==> src/rtl/riscv_enc_pkg.sv <==
// ---------------------------------------------------------------------------
// riscv_enc_pkg
// Shared definitions for the RV32I instruction encoder: base opcodes (same
// values as the decoder's OP_* set), ALU control codes, request kinds, the
// LI expansion state type and small field-packing helpers for each format.
// ---------------------------------------------------------------------------
package riscv_enc_pkg;

    // Base opcodes
    localparam logic [6:0] OP_R      = 7'b0110011;
    localparam logic [6:0] OP_IMM    = 7'b0010011;
    localparam logic [6:0] OP_LOAD   = 7'b0000011;
    localparam logic [6:0] OP_JALR   = 7'b1100111;
    localparam logic [6:0] OP_STORE  = 7'b0100011;
    localparam logic [6:0] OP_LUI    = 7'b0110111;
    localparam logic [6:0] OP_AUIPC  = 7'b0010111;
    localparam logic [6:0] OP_JAL    = 7'b1101111;
    localparam logic [6:0] OP_BRANCH = 7'b1100011;

    // ALU control codes
    localparam logic [4:0] ALU_ADD  = 5'b00000;
    localparam logic [4:0] ALU_SUB  = 5'b10000;
    localparam logic [4:0] ALU_SLL  = 5'b00100;
    localparam logic [4:0] ALU_SLT  = 5'b10111;
    localparam logic [4:0] ALU_SLTU = 5'b11000;
    localparam logic [4:0] ALU_XOR  = 5'b00011;
    localparam logic [4:0] ALU_SRL  = 5'b00101;
    localparam logic [4:0] ALU_SRA  = 5'b00110;
    localparam logic [4:0] ALU_OR   = 5'b00010;
    localparam logic [4:0] ALU_AND  = 5'b00001;

    // Request kinds; 10..15 are illegal
    localparam logic [3:0] KIND_R      = 4'd0;
    localparam logic [3:0] KIND_IALU   = 4'd1;
    localparam logic [3:0] KIND_LOAD   = 4'd2;
    localparam logic [3:0] KIND_STORE  = 4'd3;
    localparam logic [3:0] KIND_BRANCH = 4'd4;
    localparam logic [3:0] KIND_JAL    = 4'd5;
    localparam logic [3:0] KIND_JALR   = 4'd6;
    localparam logic [3:0] KIND_LUI    = 4'd7;
    localparam logic [3:0] KIND_AUIPC  = 4'd8;
    localparam logic [3:0] KIND_LI     = 4'd9;

    typedef enum logic [1:0] {
        IDLE    = 2'd0,
        EMIT_HI = 2'd1,
        EMIT_LO = 2'd2
    } enc_state_t;

    function automatic logic [31:0] enc_r(input logic [6:0] opcode, input logic [6:0] funct7,
                                          input logic [2:0] funct3, input logic [4:0] rd,
                                          input logic [4:0] rs1, input logic [4:0] rs2);
        return {funct7, rs2, rs1, funct3, rd, opcode};
    endfunction

    function automatic logic [31:0] enc_i(input logic [6:0] opcode, input logic [4:0] rd,
                                          input logic [2:0] funct3, input logic [4:0] rs1,
                                          input logic [11:0] imm12);
        return {imm12, rs1, funct3, rd, opcode};
    endfunction

    function automatic logic [31:0] enc_s(input logic [2:0] funct3, input logic [4:0] rs1,
                                          input logic [4:0] rs2, input logic [11:0] imm12);
        return {imm12[11:5], rs2, rs1, funct3, imm12[4:0], OP_STORE};
    endfunction

    // Branch offsets are even; bit 0 is not encoded
    function automatic logic [31:0] enc_b(input logic [2:0] funct3, input logic [4:0] rs1,
                                          input logic [4:0] rs2, input logic [12:1] off);
        return {off[12], off[10:5], rs2, rs1, funct3, off[4:1], off[11], OP_BRANCH};
    endfunction

    function automatic logic [31:0] enc_u(input logic [6:0] opcode, input logic [4:0] rd,
                                          input logic [19:0] imm20);
        return {imm20, rd, opcode};
    endfunction

    function automatic logic [31:0] enc_j(input logic [4:0] rd, input logic [20:1] off);
        return {off[20], off[10:1], off[11], off[19:12], rd, OP_JAL};
    endfunction

endpackage

==> src/rtl/instr_pack.sv <==
// ---------------------------------------------------------------------------
// instr_pack
// Combinational packer: turns one request (kind, ALU code, register fields,
// funct3, immediate) into an RV32I word and flags requests that cannot be
// encoded. LI is packed as its short ADDI rd,x0,imm form; the top decides
// whether the two-word expansion is needed instead.
//
// Ports:
//   kind      in  4   request kind
//   alu_ctrl  in  5   ALU code (R and I-ALU)
//   funct3    in  3   funct3 for LOAD/STORE/BRANCH
//   rd,rs1,rs2 in 5   register indices
//   imm       in  32  immediate / offset
//   instr     out 32  encoded word
//   illegal   out 1   request cannot be encoded
// ---------------------------------------------------------------------------
module instr_pack
    import riscv_enc_pkg::*;
(
    input  logic [3:0]  kind,
    input  logic [4:0]  alu_ctrl,
    input  logic [2:0]  funct3,
    input  logic [4:0]  rd,
    input  logic [4:0]  rs1,
    input  logic [4:0]  rs2,
    input  logic [31:0] imm,
    output logic [31:0] instr,
    output logic        illegal
);

    logic [6:0] alu_f7;
    logic [2:0] alu_f3;
    logic       alu_ok;
    logic       alu_shift;

    // ALU code to funct7/funct3; shifts take a 5-bit shamt in I-ALU form
    always_comb begin
        alu_f7    = 7'b0000000;
        alu_f3    = 3'b000;
        alu_ok    = 1'b1;
        alu_shift = 1'b0;
        case (alu_ctrl)
            ALU_ADD:  alu_f3 = 3'b000;
            ALU_SUB:  alu_f7 = 7'b0100000;
            ALU_SLL:  begin alu_f3 = 3'b001; alu_shift = 1'b1; end
            ALU_SLT:  alu_f3 = 3'b010;
            ALU_SLTU: alu_f3 = 3'b011;
            ALU_XOR:  alu_f3 = 3'b100;
            ALU_SRL:  begin alu_f3 = 3'b101; alu_shift = 1'b1; end
            ALU_SRA:  begin alu_f3 = 3'b101; alu_f7 = 7'b0100000; alu_shift = 1'b1; end
            ALU_OR:   alu_f3 = 3'b110;
            ALU_AND:  alu_f3 = 3'b111;
            default:  alu_ok = 1'b0;
        endcase
    end

    always_comb begin
        instr   = 32'h0;
        illegal = 1'b0;
        case (kind)
            KIND_R: begin
                instr   = enc_r(OP_R, alu_f7, alu_f3, rd, rs1, rs2);
                illegal = !alu_ok;
            end
            KIND_IALU: begin
                if (alu_shift)
                    instr = enc_i(OP_IMM, rd, alu_f3, rs1, {alu_f7, imm[4:0]});
                else
                    instr = enc_i(OP_IMM, rd, alu_f3, rs1, imm[11:0]);
                // There is no SUBI; negative ADDI covers it
                illegal = !alu_ok || (alu_ctrl == ALU_SUB);
            end
            KIND_LOAD:  instr = enc_i(OP_LOAD, rd, funct3, rs1, imm[11:0]);
            KIND_STORE: instr = enc_s(funct3, rs1, rs2, imm[11:0]);
            KIND_BRANCH: begin
                instr   = enc_b(funct3, rs1, rs2, imm[12:1]);
                illegal = imm[0];
            end
            KIND_JAL: begin
                instr   = enc_j(rd, imm[20:1]);
                illegal = imm[0];
            end
            KIND_JALR:  instr = enc_i(OP_JALR, rd, 3'b000, rs1, imm[11:0]);
            KIND_LUI:   instr = enc_u(OP_LUI, rd, imm[31:12]);
            KIND_AUIPC: instr = enc_u(OP_AUIPC, rd, imm[31:12]);
            KIND_LI:    instr = enc_i(OP_IMM, rd, 3'b000, 5'd0, imm[11:0]);
            default:    illegal = 1'b1;
        endcase
    end

endmodule

==> src/rtl/instr_encoder.sv <==
// ---------------------------------------------------------------------------
// instr_encoder
// Streams encoded RV32I words with byte addresses. Requests are accepted on
// in_valid && in_ready and appear on the output register one cycle later.
// LI with an immediate outside 12-bit signed range expands to LUI + ADDI
// through a small FSM; illegal requests are consumed with a one-cycle err.
//
// Ports:
//   clk, rst          clock, synchronous active-high reset
//   in_valid/in_ready request handshake
//   in_kind..in_imm   request fields
//   addr_clr          reload address to BASE_ADDR (ignored while out_valid)
//   out_valid/out_ready output handshake
//   out_instr         encoded word
//   out_addr          byte address of out_instr
//   err               one-cycle pulse after accepting an illegal request
// ---------------------------------------------------------------------------
module instr_encoder
    import riscv_enc_pkg::*;
#(
    parameter int                ADDR_W    = 32,
    parameter logic [ADDR_W-1:0] BASE_ADDR = '0
)(
    input  logic              clk,
    input  logic              rst,
    input  logic              in_valid,
    output logic              in_ready,
    input  logic [3:0]        in_kind,
    input  logic [4:0]        in_alu_ctrl,
    input  logic [2:0]        in_funct3,
    input  logic [4:0]        in_rd,
    input  logic [4:0]        in_rs1,
    input  logic [4:0]        in_rs2,
    input  logic [31:0]       in_imm,
    input  logic              addr_clr,
    output logic              out_valid,
    input  logic              out_ready,
    output logic [31:0]       out_instr,
    output logic [ADDR_W-1:0] out_addr,
    output logic              err
);

    enc_state_t        state, state_next;
    logic              valid_next;
    logic [31:0]       instr_next;
    logic [ADDR_W-1:0] addr_next;
    logic              err_next;
    logic [4:0]        pend_rd, pend_rd_next;
    logic [11:0]       pend_lo, pend_lo_next;

    logic [31:0] pack_instr;
    logic        pack_illegal;
    logic        accept;
    logic        out_fire;
    logic        li_small;
    logic [19:0] li_hi;

    instr_pack u_pack (
        .kind     (in_kind),
        .alu_ctrl (in_alu_ctrl),
        .funct3   (in_funct3),
        .rd       (in_rd),
        .rs1      (in_rs1),
        .rs2      (in_rs2),
        .imm      (in_imm),
        .instr    (pack_instr),
        .illegal  (pack_illegal)
    );

    assign in_ready = (state == IDLE) && (!out_valid || out_ready);
    assign accept   = in_valid && in_ready;
    assign out_fire = out_valid && out_ready;

    // Fits in a sign-extended 12-bit immediate when bits 31..11 all agree
    assign li_small = (in_imm[31:11] == '0) || (in_imm[31:11] == '1);
    // ADDI sign-extends its immediate, so the upper part rounds up when bit 11 is set
    assign li_hi    = in_imm[31:12] + 20'(in_imm[11]);

    // Next-state and next-output logic; everything holds unless an event moves it
    always_comb begin
        state_next   = state;
        valid_next   = out_valid;
        instr_next   = out_instr;
        addr_next    = out_addr;
        err_next     = 1'b0;
        pend_rd_next = pend_rd;
        pend_lo_next = pend_lo;

        // A clear can only land while no word is shown, so it never races an increment
        if (out_fire) begin
            addr_next  = out_addr + ADDR_W'(4);
            valid_next = 1'b0;
        end else if (addr_clr && !out_valid) begin
            addr_next = BASE_ADDR;
        end

        case (state)
            IDLE: begin
                if (accept) begin
                    if (pack_illegal) begin
                        err_next = 1'b1;
                    end else if (in_kind == KIND_LI && !li_small) begin
                        instr_next   = enc_u(OP_LUI, in_rd, li_hi);
                        valid_next   = 1'b1;
                        pend_rd_next = in_rd;
                        pend_lo_next = in_imm[11:0];
                        state_next   = EMIT_HI;
                    end else begin
                        instr_next = pack_instr;
                        valid_next = 1'b1;
                    end
                end
            end
            EMIT_HI: begin
                if (out_fire) begin
                    if (pend_lo != 12'h000) begin
                        instr_next = enc_i(OP_IMM, pend_rd, 3'b000, pend_rd, pend_lo);
                        valid_next = 1'b1;
                        state_next = EMIT_LO;
                    end else begin
                        state_next = IDLE;
                    end
                end
            end
            EMIT_LO: begin
                if (out_fire)
                    state_next = IDLE;
            end
            default: state_next = IDLE;
        endcase
    end

    // State and output registers; reset discards any pending LI low word
    always_ff @(posedge clk) begin
        if (rst) begin
            state     <= IDLE;
            out_valid <= 1'b0;
            out_instr <= 32'h0;
            out_addr  <= BASE_ADDR;
            err       <= 1'b0;
            pend_rd   <= 5'd0;
            pend_lo   <= 12'h000;
        end else begin
            state     <= state_next;
            out_valid <= valid_next;
            out_instr <= instr_next;
            out_addr  <= addr_next;
            err       <= err_next;
            pend_rd   <= pend_rd_next;
            pend_lo   <= pend_lo_next;
        end
    end

endmodule
==> config.mk <==
export PLATFORM = sky130hd
export DESIGN_NAME = instr_encoder
export DESIGN_NICKNAME = d
export VERILOG_FILES = /design/src/rtl/riscv_enc_pkg.sv /design/src/rtl/instr_pack.sv /design/src/rtl/instr_encoder.sv
export SDC_FILE = /design/constraint.sdc
export NUM_CORES = 1
export LEC_CHECK = 0
export CAP_MARGIN = 20
export CORE_ASPECT_RATIO = 1.1
export CORE_MARGIN = 8
export CORE_UTILIZATION = 54
export CTS_CLUSTER_SIZE = 16
export DETAILED_ROUTE_END_ITERATION = 12
export PLACE_DENSITY_LB_ADDON = 0.2
export SETUP_SLACK_MARGIN = 0.2
export SLEW_MARGIN = 20
export SYNTH_ARGS = -nofsm -noshare
export SYNTH_HDL_FRONTEND = slang
export SYNTH_SLANG_ARGS = --single-unit
==> constraint.sdc <==
create_clock -name clk -period 6.21 [get_ports clk]
set_input_delay 1.242 -clock clk [delete_from_list [all_inputs] [get_ports clk]]
set_output_delay 1.242 -clock clk [all_outputs]
set_load 0.05 [all_outputs]
==> flow_summary.yaml <==
yosys:
  synth_cell_types: 72
  syn_area_per_cell_um2: 7.50
  count_of_flip_flops_with_a_built_in_enable_after_synthesis: 0
  cell_type_with_the_highest_aggregate_area_in_the_netlist: "sky130_fd_sc_hd__dfxtp_1"
  mapped_cell_area_um2: 5400
  netlist.area_leader.share: 0.304
  ys_async_sr_fraction: 0
  synth_cells: 720
  ys_seq_elements: 82
  ys.warnings.count: 0
  ys_dominant_reg_cell: "sky130_fd_sc_hd__dfxtp_1"
  synth.area.top_cells: "sky130_fd_sc_hd__dfxtp_1 30%, sky130_fd_sc_hd__nand3_1 5.9%, sky130_fd_sc_hd__a21oi_1 4.5%, sky130_fd_sc_hd__nand2_1 4.5%, sky130_fd_sc_hd__o21ai_0 4.1%"
  synth_seq_area_share: 0.304
layout:
  insertedDiodeCount: 0
  multi_input_area_um2: 3380
  syn2layout_area_growth_pct: 24.7
  design.final.nets: 869
  drive_gt1_frac: 0.0533
  final_cell_mix: "127 x sky130_fd_sc_hd__clkdlybuf4s50_1, 82 x sky130_fd_sc_hd__dfxtp_1, 64 x sky130_fd_sc_hd__nand2_1, 64 x sky130_fd_sc_hd__nand3_1, 51 x sky130_fd_sc_hd__nor2_1"
  layout.cell_area.non_filler_um2: 6730
  final_common_cell: "sky130_fd_sc_hd__clkdlybuf4s50_1"
  layout.area.seq_um2: 1640
  final.fill_count: 868
die:
  design.core.area_um2: 9790
  pin_count: 131
  initial_core_util: 0.551
  die_width_um: 111
  placementRows: 38
  die_outline_area_um2: 13500
  die_extent_in_y_um: 121
setup_path:
  worst-path-max-fanout: 4
  timing.critical_path.required_ns: 4.97
  worstReg2RegStart: "out_valid$_SDFF_PP0_"
  critPathCaptureType: "output pin"
  timing.reg2reg.setup_slack_ns: 3.57
  end_point_of_the_critical_path: "in_ready"
  r2r.worst_path.cells: 5
  worst_ep_arrival_time_ns: 3.29
  critPathKind: "input pin to output pin"
  r2r-end: "out_addr[22]$_SDFFE_PP0P_"
  crit_path_start_kind: "input pin"
  worst_setup_path_startpoint: "out_ready"
routing:
  postRouteWirelength_um: 18200
  final_antenna_net_count: 0
  drt_iter0_drc: 666
  routedWlPerCell_um: 19.6
  drc_errors: 0
  drtPass1Iterations: 6
  detail_route.vias_per_cell: 6.48
  route.vias.total: 6002
timing:
  min_period_ns: 4.53
  finalHoldViolations: 0
  finalWorstSetupSlack_ns: 1.68
  unrepaired_setup_endpoints_after_global_routing: "no"
  worst_hold_slack_ns: 0.469
  slew_at_the_pin_with_the_worst_max_slew_slack_ns: 1.00
  timing.setup.tns_ns: 0
  final-max-slew-violation-count: 0
  worst_case_headroom_to_the_max_slew_limit: 0.331
  fmax_ghz: 0.221
  period_utilisation_layout: 0.729
  setup_skew_ns: 0.00713
  report.final.setup_viol: 0
placed_design:
  placed_cell_area_um2: 6560
  gp_congestion: 0.957
  pre_cts_slack_ns: 1.70
  buffer_ports.inserted: 128
  dp.final_hpwl_um: 13800
hold_path:
  min-delay-path-class: "register to register"
global_routing:
  gr-max-usage-layer: "met2"
  groute.layer.met2.usage: 0.420
  maximum_number_of_pins_on_one_net_before_global_route_repair: 77
  global_route_wire_length_before_repair_um: 28700
  antenna_found_initial: 0
  groute.usage.overall: 0.256
  first_global_vias: 5689
  global_route.overflow_total: 0
  met1_use_gr: 0.291
  met3_usage: 0.0629
clock_tree:
  tritoncts: "built"
  clkLatencyLatePin_ns: 0.35
  post_cts_buffers: 0
  clockRootBuffer: "sky130_fd_sc_hd__clkbuf_8"
  cts_htree_levels: 3
  cts-hold-fix-buffers: 0
  cts-resized-gates: 0
  clkSinkCount: 82
  tritoncts.num_buffers: 9
  cts.clk_slew.worst_paths_ns: 0.08
  ctsLongestPathBuffers: 2
pwr:
  power.static_leakage_nw: 2.26
  worst_supply_voltage_drop_on_vdd_mv: 0.0853
  power.total_mw: 1.19
  power_density_nw_per_um2: 177
job:
  maxCapViolations: 0
outcome:
  result_of_the_run: "finished, final reports clean"
-- cells in the mapped netlist (6+ instances only) --
cell type and count:
sky130_fd_sc_hd__a211o_1 7, sky130_fd_sc_hd__a211oi_1 10, sky130_fd_sc_hd__a21oi_1 49, sky130_fd_sc_hd__a221oi_1 7, sky130_fd_sc_hd__a22oi_1 11, sky130_fd_sc_hd__a311oi_1 6
sky130_fd_sc_hd__a31oi_1 21, sky130_fd_sc_hd__and2_1 6, sky130_fd_sc_hd__and3_1 10, sky130_fd_sc_hd__buf_2 12, sky130_fd_sc_hd__clkbuf_1 39, sky130_fd_sc_hd__dfxtp_1 82
sky130_fd_sc_hd__inv_1 17, sky130_fd_sc_hd__mux2_2 6, sky130_fd_sc_hd__mux2i_1 7, sky130_fd_sc_hd__nand2_1 64, sky130_fd_sc_hd__nand2b_1 6, sky130_fd_sc_hd__nand3_1 64
sky130_fd_sc_hd__nand4_1 19, sky130_fd_sc_hd__nor2_1 51, sky130_fd_sc_hd__nor2b_1 16, sky130_fd_sc_hd__nor3_1 26, sky130_fd_sc_hd__nor4_1 10, sky130_fd_sc_hd__o21ai_0 44
sky130_fd_sc_hd__o22ai_1 7, sky130_fd_sc_hd__o31ai_1 10, sky130_fd_sc_hd__xnor2_1 7, sky130_fd_sc_hd__xor2_1 8
-- worst min-delay path by stage --
stage	startpoint	depth (start not counted)	to	slack (ns)
2_1_floorplan	pend_rd[0]$_SDFFE_PP0P_	2	pend_rd[0]$_SDFFE_PP0P_	0.45
3_3_place_gp	out_instr[5]$_SDFFE_PP0P_	2	out_instr[5]$_SDFFE_PP0P_	0.46
3_5_place_dp	out_instr[5]$_SDFFE_PP0P_	2	out_instr[5]$_SDFFE_PP0P_	0.46
4_1_cts	out_instr[5]$_SDFFE_PP0P_	2	out_instr[5]$_SDFFE_PP0P_	0.47
5_1_grt	out_instr[25]$_SDFFE_PP0P_	2	out_instr[25]$_SDFFE_PP0P_	0.50
6_report	out_instr[5]$_SDFFE_PP0P_	2	out_instr[5]$_SDFFE_PP0P_	0.47
-- registers in the layout, summed over array words and instances (netlist names) --
name / count
pend_lo: 12
pend_rd: 5
err: 1
out_addr: 30
state: 2
out_valid: 1
out_instr: 31
-- cell families after synthesis --
kind of cell | Yosys count | share of synthesized area
flip-flops | 82 | 0.304
other | 1 | 0.000695
buffers and inverters | 83 | 0.0705
XOR/XNOR | 15 | 0.0243
AND/OR/NAND/NOR | 302 | 0.288
multiplexers | 13 | 0.0255
adder cells (fa/ha/maj) | 4 | 0.00927
AO/OA/AOI/OAI | 220 | 0.278
-- area by class of cell --
| class | instances | share of cell area |
|---|---|---|
| Clock buffer | 13 | 0.0221 |
| Clock inverter | 3 | 0.00223 |
| Inverter | 17 | 0.00948 |
| Multi-Input combinational cell | 556 | 0.502 |
| Sequential cell | 82 | 0.244 |
| Tap cell | 120 | 0.0223 |
| Timing Repair Buffer | 135 | 0.197 |
-- routing by layer --
| layer | wire (um) | vias up |
|---|---|---|
| li1 | - | 2852 |
| met1 | 7030 | 2773 |
| met2 | 8500 | 311 |
| met3 | 1530 | 66 |
| met4 | 1100 | 0 |
| met5 | 0 | - |
-- critical path: stages --
cell and delay (ns):
sky130_fd_sc_hd__clkdlybuf4s50_1 0.50, sky130_fd_sc_hd__inv_1 0.08, sky130_fd_sc_hd__a211oi_1 0.53, sky130_fd_sc_hd__clkdlybuf4s50_1 0.93
-- per-stage QoR --
| step | instances | utilization |
|---|---|---|
| after floorplan | 721 | - |
| after global placement | 910 | 0.670 |
| after detailed placement | 910 | 0.670 |
| after CTS | 926 | 0.687 |
| after global routing | 926 | 0.687 |
| final | 926 | 0.687 |
-- where the power goes --
group          total (mW)  switching (mW)  internal (mW)
Clock               0.339           0.184          0.155
Combinational       0.300           0.188          0.112
Sequential          0.549          0.0103          0.539
No activity file was read; power rests on OpenSTA's default activity.
